===== config.mk =====
export PLATFORM = sky130hd
export DESIGN_NAME = apb_regfile_slave
export DESIGN_NICKNAME = d
export VERILOG_FILES = /design/src/rtl/apb_regfile_slave.sv
export SDC_FILE = /design/constraint.sdc
export NUM_CORES = 1
export LEC_CHECK = 0
export BUFFER_PORTS_ARGS = -buffer_cell sky130_fd_sc_hd__buf_2
export CAP_MARGIN = 20
export CORE_ASPECT_RATIO = 0.75
export CORE_MARGIN = 4
export CORE_UTILIZATION = 50
export DETAILED_ROUTE_END_ITERATION = 6
export GPL_ROUTABILITY_DRIVEN = 0
export PLACE_DENSITY = 0.83
export SYNTH_ARGS = -nofsm -noshare
export SYNTH_HDL_FRONTEND = slang
export SYNTH_SLANG_ARGS = --single-unit

===== constraint.sdc =====
create_clock -name clk -period 1.6 [get_ports clk]
set_input_delay 0.16 -clock clk [delete_from_list [all_inputs] [get_ports clk]]
set_output_delay 0.16 -clock clk [all_outputs]
set_load 0.05 [all_outputs]

===== src/rtl/apb_regfile_slave.sv =====
// APB3 completer exposing ID, scratch, W1C status, cycle counter and control registers.
// A setup cycle is recognised from the bus while idle; the registered state tracks the access phase.
module apb_regfile_slave #(
  parameter logic [31:0] BASE_ADDR   = 32'h0123_4560,
  parameter int unsigned WAIT_STATES = 0,
  parameter logic [31:0] ID_VALUE    = 32'hB0B0_0001
) (
  input  logic        clk,
  input  logic        reset,
  input  logic        psel,
  input  logic        penable,
  input  logic [31:0] paddr,
  input  logic        pwrite,
  input  logic [31:0] pwdata,
  output logic [31:0] prdata,
  output logic        pready,
  output logic        pslverr,
  input  logic [7:0]  status_in,
  output logic [31:0] ctrl_out,
  output logic        irq
);

  typedef enum logic [1:0] {StIdle, StWait, StReady} state_e;

  state_e      state_q, state_d;
  logic [3:0]  wait_cnt_q, wait_cnt_d;
  logic [31:0] addr_q, addr_d, wdata_q, wdata_d;
  logic        write_q, write_d;
  logic [31:0] prdata_q, prdata_d;
  logic        pready_q, pready_d, pslverr_q, pslverr_d;
  logic [31:0] scratch_q, scratch_d, ctrl_q, ctrl_d, counter_q;
  logic [7:0]  status_q, status_d, w1c_mask;
  logic        irq_q;

  logic        setup, capture, load_rsp, commit, dec_hit, dec_err, dec_write;
  logic [31:0] dec_addr;

  assign setup = psel & ~penable;

  // With zero wait states the response is decoded straight from the setup-phase bus.
  assign dec_addr  = capture ? paddr : addr_q;
  assign dec_write = capture ? pwrite : write_q;
  assign dec_hit   = (dec_addr[31:5] == BASE_ADDR[31:5]) && (dec_addr[1:0] == 2'b00) &&
                     (dec_addr[4:0] <= 5'h10);
  assign dec_err   = !dec_hit ||
                     (dec_write && (dec_addr[4:0] == 5'h00 || dec_addr[4:0] == 5'h0C));

  always_ff @(posedge clk) begin
    if (reset) begin
      state_q    <= StIdle;
      wait_cnt_q <= 4'd0;
      addr_q     <= 32'd0;
      write_q    <= 1'b0;
      wdata_q    <= 32'd0;
      prdata_q   <= 32'd0;
      pready_q   <= 1'b0;
      pslverr_q  <= 1'b0;
      scratch_q  <= 32'd0;
      ctrl_q     <= 32'd0;
      status_q   <= 8'd0;
      counter_q  <= 32'd0;
      irq_q      <= 1'b0;
    end else begin
      state_q    <= state_d;
      wait_cnt_q <= wait_cnt_d;
      addr_q     <= addr_d;
      write_q    <= write_d;
      wdata_q    <= wdata_d;
      prdata_q   <= prdata_d;
      pready_q   <= pready_d;
      pslverr_q  <= pslverr_d;
      scratch_q  <= scratch_d;
      ctrl_q     <= ctrl_d;
      status_q   <= status_d;
      counter_q  <= counter_q + 32'd1;
      irq_q      <= |(status_q & ctrl_q[15:8]);
    end
  end

  always_comb begin
    state_d    = state_q;
    wait_cnt_d = wait_cnt_q;
    addr_d     = addr_q;
    write_d    = write_q;
    wdata_d    = wdata_q;
    capture    = 1'b0;
    load_rsp   = 1'b0;
    unique case (state_q)
      StIdle, StReady: begin
        state_d = StIdle;
        if (setup) begin
          capture = 1'b1;
          if (WAIT_STATES == 0) begin
            state_d  = StReady;
            load_rsp = 1'b1;
          end else begin
            state_d    = StWait;
            wait_cnt_d = 4'(WAIT_STATES - 1);
          end
        end
      end
      StWait: begin
        if (!psel) begin
          state_d = StIdle;
        end else if (wait_cnt_q == 4'd0) begin
          state_d  = StReady;
          load_rsp = 1'b1;
        end else begin
          wait_cnt_d = wait_cnt_q - 4'd1;
        end
      end
      default: state_d = StIdle;
    endcase
    if (capture) begin
      addr_d  = paddr;
      write_d = pwrite;
      wdata_d = pwdata;
    end
  end

  always_comb begin
    pready_d  = load_rsp;
    pslverr_d = 1'b0;
    prdata_d  = 32'd0;
    if (load_rsp) begin
      if (dec_err) begin
        pslverr_d = 1'b1;
      end else begin
        unique case (dec_addr[4:2])
          3'd0:    prdata_d = ID_VALUE;
          3'd1:    prdata_d = scratch_q;
          3'd2:    prdata_d = {24'd0, status_q};
          3'd3:    prdata_d = counter_q;
          3'd4:    prdata_d = ctrl_q;
          default: prdata_d = 32'd0;
        endcase
      end
    end

    commit    = (state_q == StReady) && psel && penable && write_q && !pslverr_q;
    scratch_d = (commit && addr_q[4:2] == 3'd1) ? wdata_q : scratch_q;
    ctrl_d    = (commit && addr_q[4:2] == 3'd4) ? wdata_q : ctrl_q;
    w1c_mask  = (commit && addr_q[4:2] == 3'd2) ? wdata_q[7:0] : 8'd0;
    // New events win over a same-cycle clear.
    status_d  = (status_q & ~w1c_mask) | status_in;
  end

  assign prdata   = prdata_q;
  assign pready   = pready_q;
  assign pslverr  = pslverr_q;
  assign ctrl_out = ctrl_q;
  assign irq      = irq_q;

endmodule

# Word-level counts from Yosys, hierarchy flattened
# Index checks and enable logic that the tools add are counted.
# totals
in_bits,77
regBits,210
out_inout_bits,67
# classes
n_eq_ne,12
n_reduce_logical,24
magnitude_cmp,1
n_mux,14
bitwise_logic,8
n_addsub,2
# ops
op,n
$pmux W32 S5,1
$add A32 B1 Y32 const B,1
$mux W32,1
$eq A27 B20 Y1 const B,1
$and A8 B8 Y8,2
$logic_and A1 B1 Y1,10
$eq A3 B2 Y1 const B,3
$mux W8,1
$not A8 Y8,1
$or A8 B8 Y8,1
$reduce_or A8 Y1,1
$eq A3 B1 Y1 const B,2
$eq A3 B3 Y1 const B,2
$mux W1,6
$mux W2,3
$eq A5 B4 Y1 const B,1
$le A5 B5 Y1 const B,1
$logic_not A5 Y1,1
$logic_not A2 Y1,2
$logic_not A4 Y1,1
$pmux W2 S2,1
$reduce_or A2 Y1,2
$sub A4 B1 Y4 const B,1
$logic_not A3 Y1,1
10 further kinds,14

# Logic depth before layout (Yosys ltp)
# logic_depth
ltp_word,11
depth_mapped,8
ltp_nobuf,6

# Worst setup path before layout
# No wires, ideal clock.
# synth_timing
path_kind,register to register
startpoint,register state_q[1]
endpoint,"register ctrl_q[21], in the netlist ctrl_out[21]"
arrival_time_ns,1.860
slack_ns,-0.331
t_required_ns,1.530
path_stages_with_launch,8
setup_time_ns,0.070
cell_sequence,dfxtp_1 > nand4_1 > nor3_1 > and3b_1 > clkbuf_1 > clkbuf_1 > nand2_1 > a21oi_1
# synth_via
elab_chain_cells,6
# synth_rtl
element,line,rtl
from (decl),25,"state_e state_q, state_d;"
from (signal assigned),50,state_q <= StIdle;
from (signal assigned),64,state_q <= state_d;
$eq A2 B2 Y1,140,commit = (state_q == StReady) && psel && penable && write_q && !pslverr_q;
$logic_and A1 B1 Y1 (4 in a row),140,
$logic_and A1 B1 Y1,142,ctrl_d = (commit && addr_q[4:2] == 3'd4) ? wdata_q : ctrl_q;
to (signal assigned),73,ctrl_q <= ctrl_d;
to (decl),31,"logic [31:0] scratch_q, scratch_d, ctrl_q, ctrl_d, counter_q;"
# No other way between the ends.
# A chain may end at the register's enable or synchronous reset.

# Final worst setup path
# layout_timing
startpoint,register addr_q[31]
endpoint,"register prdata_q[1], in the netlist prdata[1]"
# layout_via
elab_chain_cells,7
# layout_rtl
element,line,rtl
from (decl),27,"logic [31:0] addr_q, addr_d, wdata_q, wdata_d;"
from (signal assigned),66,addr_q <= addr_d;
$mux W32,-,
$eq A27 B20 Y1,43,assign dec_hit = (dec_addr[31:5] == BASE_ADDR[31:5]) && (dec_addr[1:0] == 2'b00) &&
$logic_and A1 B1 Y1 (2 in a row),43,
$logic_not A1 Y1,45,assign dec_err = !dec_hit ||
$logic_or A1 B1 Y1,45,
$reduce_or A3 Y1 (no source line),-,
to (signal assigned),69,prdata_q <= prdata_d;
to (decl),29,"logic [31:0] prdata_q, prdata_d;"
# No other way between the ends.

==> flow_metrics.py <==
metrics = {
    "yosys": {
        "ys.flop_type": "dfxtp_1",
        "syn_inst": 964,
        "synth_area_um2": 8020,
        "async_flop_share_pct": 0,
        "avgSynthCellArea_um2": 8.32,
        "yosysUniqueCellTypes": 52,
        "synth_edf_count": 0,
        "ys_seq_area_share_pct": 50.9,
        "ys_seq_elements": 204,
        "ys_warn_count": 0,
        "synth_nets": 1042,
    },
    "clocking": {
        "clk_pin_slew_ns": 0.06,
        "clock_sinks": 204,
        "htree_num_levels": 1,
        "clockBufferDepth": 3,
        "cts_root_buffer": "clkbuf_16",
        "clk_latency_ns": 0.50,
        "cts_tree": "yes",
        "numCtsBuffers": 20,
    },
    "floorplan": {
        "die_h_um": 118,
        "start_util_pct": 51.8,
        "core_area_um2": 15500,
        "die_x_um": 154,
        "dieArea_um2": 18100,
        "num_io_pins": 144,
        "rows": 39,
    },
    "placed_design": {
        "numPortBuffers": 143,
        "place_hpwl_mm": 15.5,
    },
    "outcome": {
        "status": "finished, violations left",
        "violations": "setup timing",
    },
    "timing": {
        "finClkSkew_ns": 0.0127,
        "period_share_pct": 116,
        "min_period_ns": 1.85,
        "max_freq_mhz": 539,
        "setup_ws_ns": -0.255,
        "maxSlewHeadroom_pct": 43.8,
        "rsz0062_at_grt": "yes",
        "setup_viol": 85,
        "finalHoldViolations": 0,
        "slew_violations": 0,
        "tightest_slew_ns": 0.843,
    },
    "grt": {
        "top_usage_layer": "met2",
        "grt_pass1_vias": 7897,
        "grt.met3_usage_pct": 5.07,
        "grt_overflow": 0,
        "grt_max_degree": 171,
        "grt_pass1_wl_mm": 40.1,
        "grt_use_met1_pct": 34.8,
        "antenna_found_initial": 1,
        "grt_usage_pct": 26.5,
        "grtUsageMet2_pct": 43.9,
    },
    "drt": {
        "vias_per_cell": 5.97,
        "drcViolationCount": 0,
        "initialDrtViolationCount": 1110,
        "vias": 8650,
        "ant_nets": 0,
        "drt-pass1-iter-count": 6,
        "wl_mm": 30.5,
        "routedWlPerCell_um": 21.0,
    },
    "worst_setup_path": {
        "cp-start-kind": "flip-flop",
        "crit_end": "prdata[1]$_SDFF_PP0_",
        "r2r_start": "addr_q[31]$_SDFF_PP0_",
        "crit_fanout": 8,
        "critical_path_class": "flip-flop to flip-flop",
        "r2r_cells": 7,
        "end_kind": "flip-flop",
        "r2r-end": "prdata[1]$_SDFF_PP0_",
        "reg2reg_setup_slack_ns": -0.25,
        "required_ns": 2.03,
        "crit_start": "addr_q[31]$_SDFF_PP0_",
        "critPathArrivalTime_ns": 2.28,
    },
    "layout": {
        "antennaDiodeCount": 0,
        "drive_gt1_share_pct": 38.5,
        "area_growth_pct": 49.5,
        "layout.nets": 1313,
        "fin_util_pct": 77.5,
    },
    "worst_hold_path": {
        "holdCritPathClass": "input pin to flip-flop",
    },
    "pwr": {
        "vdd_ir_drop_max_mv": 0.849,
        "report.power.total_mw": 10.9,
        "p_leak_nw": 5.02,
        "p_per_area_nw_per_um2": 906,
    },
    "run": {
        "maxCapViolCount": 0,
    },
}
==> state kept, by name, indices dropped and copies added, names as in the netlist, 8 cells and up <==
| name | count |
|---|---|
| addr_q | 32 |
| counter_q | 32 |
| ctrl_out | 32 |
| prdata | 32 |
| scratch_q | 32 |
| wdata_q | 32 |
| status_q | 8 |
==> layout by cell type (no fill, tap or decap), drive strengths merged, types with 3 or more instances in the layout <==
master	n
a21oi	146
clkbuf	31
nor4	7
a222oi	7
nor2b	3
nor4bb	4
and4	6
a22oi	22
nand2	284
o21ai	11
or3	4
nand2b	5
dfxtp	204
buf	247
nand3	14
and2	4
nand4	13
xor2	12
nor4b	6
a21bo	6
nor2	65
mux2i	3
nor3b	3
mux2	26
xnor2	14
dlygate4sd3	62
clkinv	4
nor3	11
==> worst max-delay path, cell delays in order, from the launching register on <==
cell and delay [ns]:
dfxtp_2 0.33, nor4bb_4 0.34, nand4_1 0.23, o22ai_2 0.27, nand4_4 0.17, buf_12 0.18
buf_16 0.15, nor2_1 0.10
==> what timing repair did <==
action	4_1_cts	5_1_grt
gates cloned	2	5
hold buffers	62	0
gates resized for setup	48	205
endpoints found under the setup margin	59	121
hold endpoints to repair	62	0
pin swaps	28	85
buffers inserted	7	17
==> routing by layer <==
metal	up-vias	wire, um
li1	3821	-
met5	-	7
met2	600	14100
met1	4062	11500
met3	165	3020
met4	2	1820
==> report_power, final <==
part	internal [mW]	leakage (nW)	switching [mW]
Clock	2.68	0.314	1.99
Combinational	0.433	3.04	0.461
Sequential	5.18	1.66	0.120
==> worst min path at each step <==
| stage | start | endpoint | slack [ns] | depth (start not counted) |
|---|---|---|---|---|
| floorplan | status_in[0] | status_q[0]$_SDFF_PP0_ | 0.28 | 2 |
| global placement | status_in[0] | status_q[0]$_SDFF_PP0_ | 0.37 | 3 |
| detailed placement | status_in[3] | status_q[3]$_SDFF_PP0_ | 0.37 | 3 |
| CTS | paddr[5] | addr_q[5]$_SDFF_PP0_ | 0.01 | 4 |
| global route | reset | state_q[1]$_SDFF_PP0_ | 0.03 | 3 |
| finish | reset | state_q[1]$_SDFF_PP0_ | 0.04 | 3 |
==> through the flow <==
stage          worst slack [ns]  hold slack [ns]  TNS [ns]  area, um^2  instances
6_report                 -0.255           0.0378    -11.56       12000       1450
5_1_grt                  -0.305           0.0298    -15.19       12000       1450
4_1_cts                 -0.0457           0.0115    -0.374       11000       1430
3_5_place_dp             -0.294            0.373     -6.51        9450       1328
3_3_place_gp             -0.189            0.365     -4.35        9450       1328
2_1_floorplan           -0.0159            0.277   -0.0875        8030        964
==> cells in the mapped netlist (3+ instances only) <==
library cell | count | area share, %
nand2_1 | 284 | 13
dfxtp_1 | 204 | 51
a21oi_1 | 146 | 9.1
nor2_1 | 64 | 3.0
clkbuf_1 | 40 | 1.9
mux2_2 | 24 | 3.4
a22oi_1 | 21 | 2.0
buf_2 | 17 | 1.1
nand3_1 | 14 | 0.87
xnor2_1 | 14 | 1.5
xor2_1 | 12 | 1.3
nand4_1 | 11 | 0.86
nor3_1 | 11 | 0.69
o21ai_0 | 10 | 0.62
a222oi_1 | 7 | 0.87
and4_1 | 6 | 0.66
nor4_1 | 6 | 0.47
nor4b_1 | 6 | 0.66
buf_1 | 5 | 0.23
nand2b_1 | 5 | 0.39
a21bo_2 | 4 | 0.50
and2_1 | 4 | 0.31
nor4bb_1 | 4 | 0.50
or3_1 | 4 | 0.31
nor2b_1 | 3 | 0.23
nor3b_1 | 3 | 0.28
==> cell families (layout without fill, tap and decap cells) <==
kind of cell	after synthesis	after routing	synth area share (%)
XOR/XNOR	26	26	2.84
multiplexers	29	29	4.23
AO/OA/AOI/OAI	199	199	14.2
flip-flops	204	204	50.9
buffers and inverters	66	347	3.50
AND/OR/NAND/NOR	439	439	24.1
adder cells (fa/ha/maj)	1	1	0.156
==> area by class of cell <==
type	count	area, um^2
clock buffer	27	578
clock inverter	5	50.0
fill	873	3490
inverter	2	7.51
multi-input combinational	694	4470
sequential	204	4110
tap	205	256
timing repair buffer	313	2510
Power figures use the tool's default switching activity.
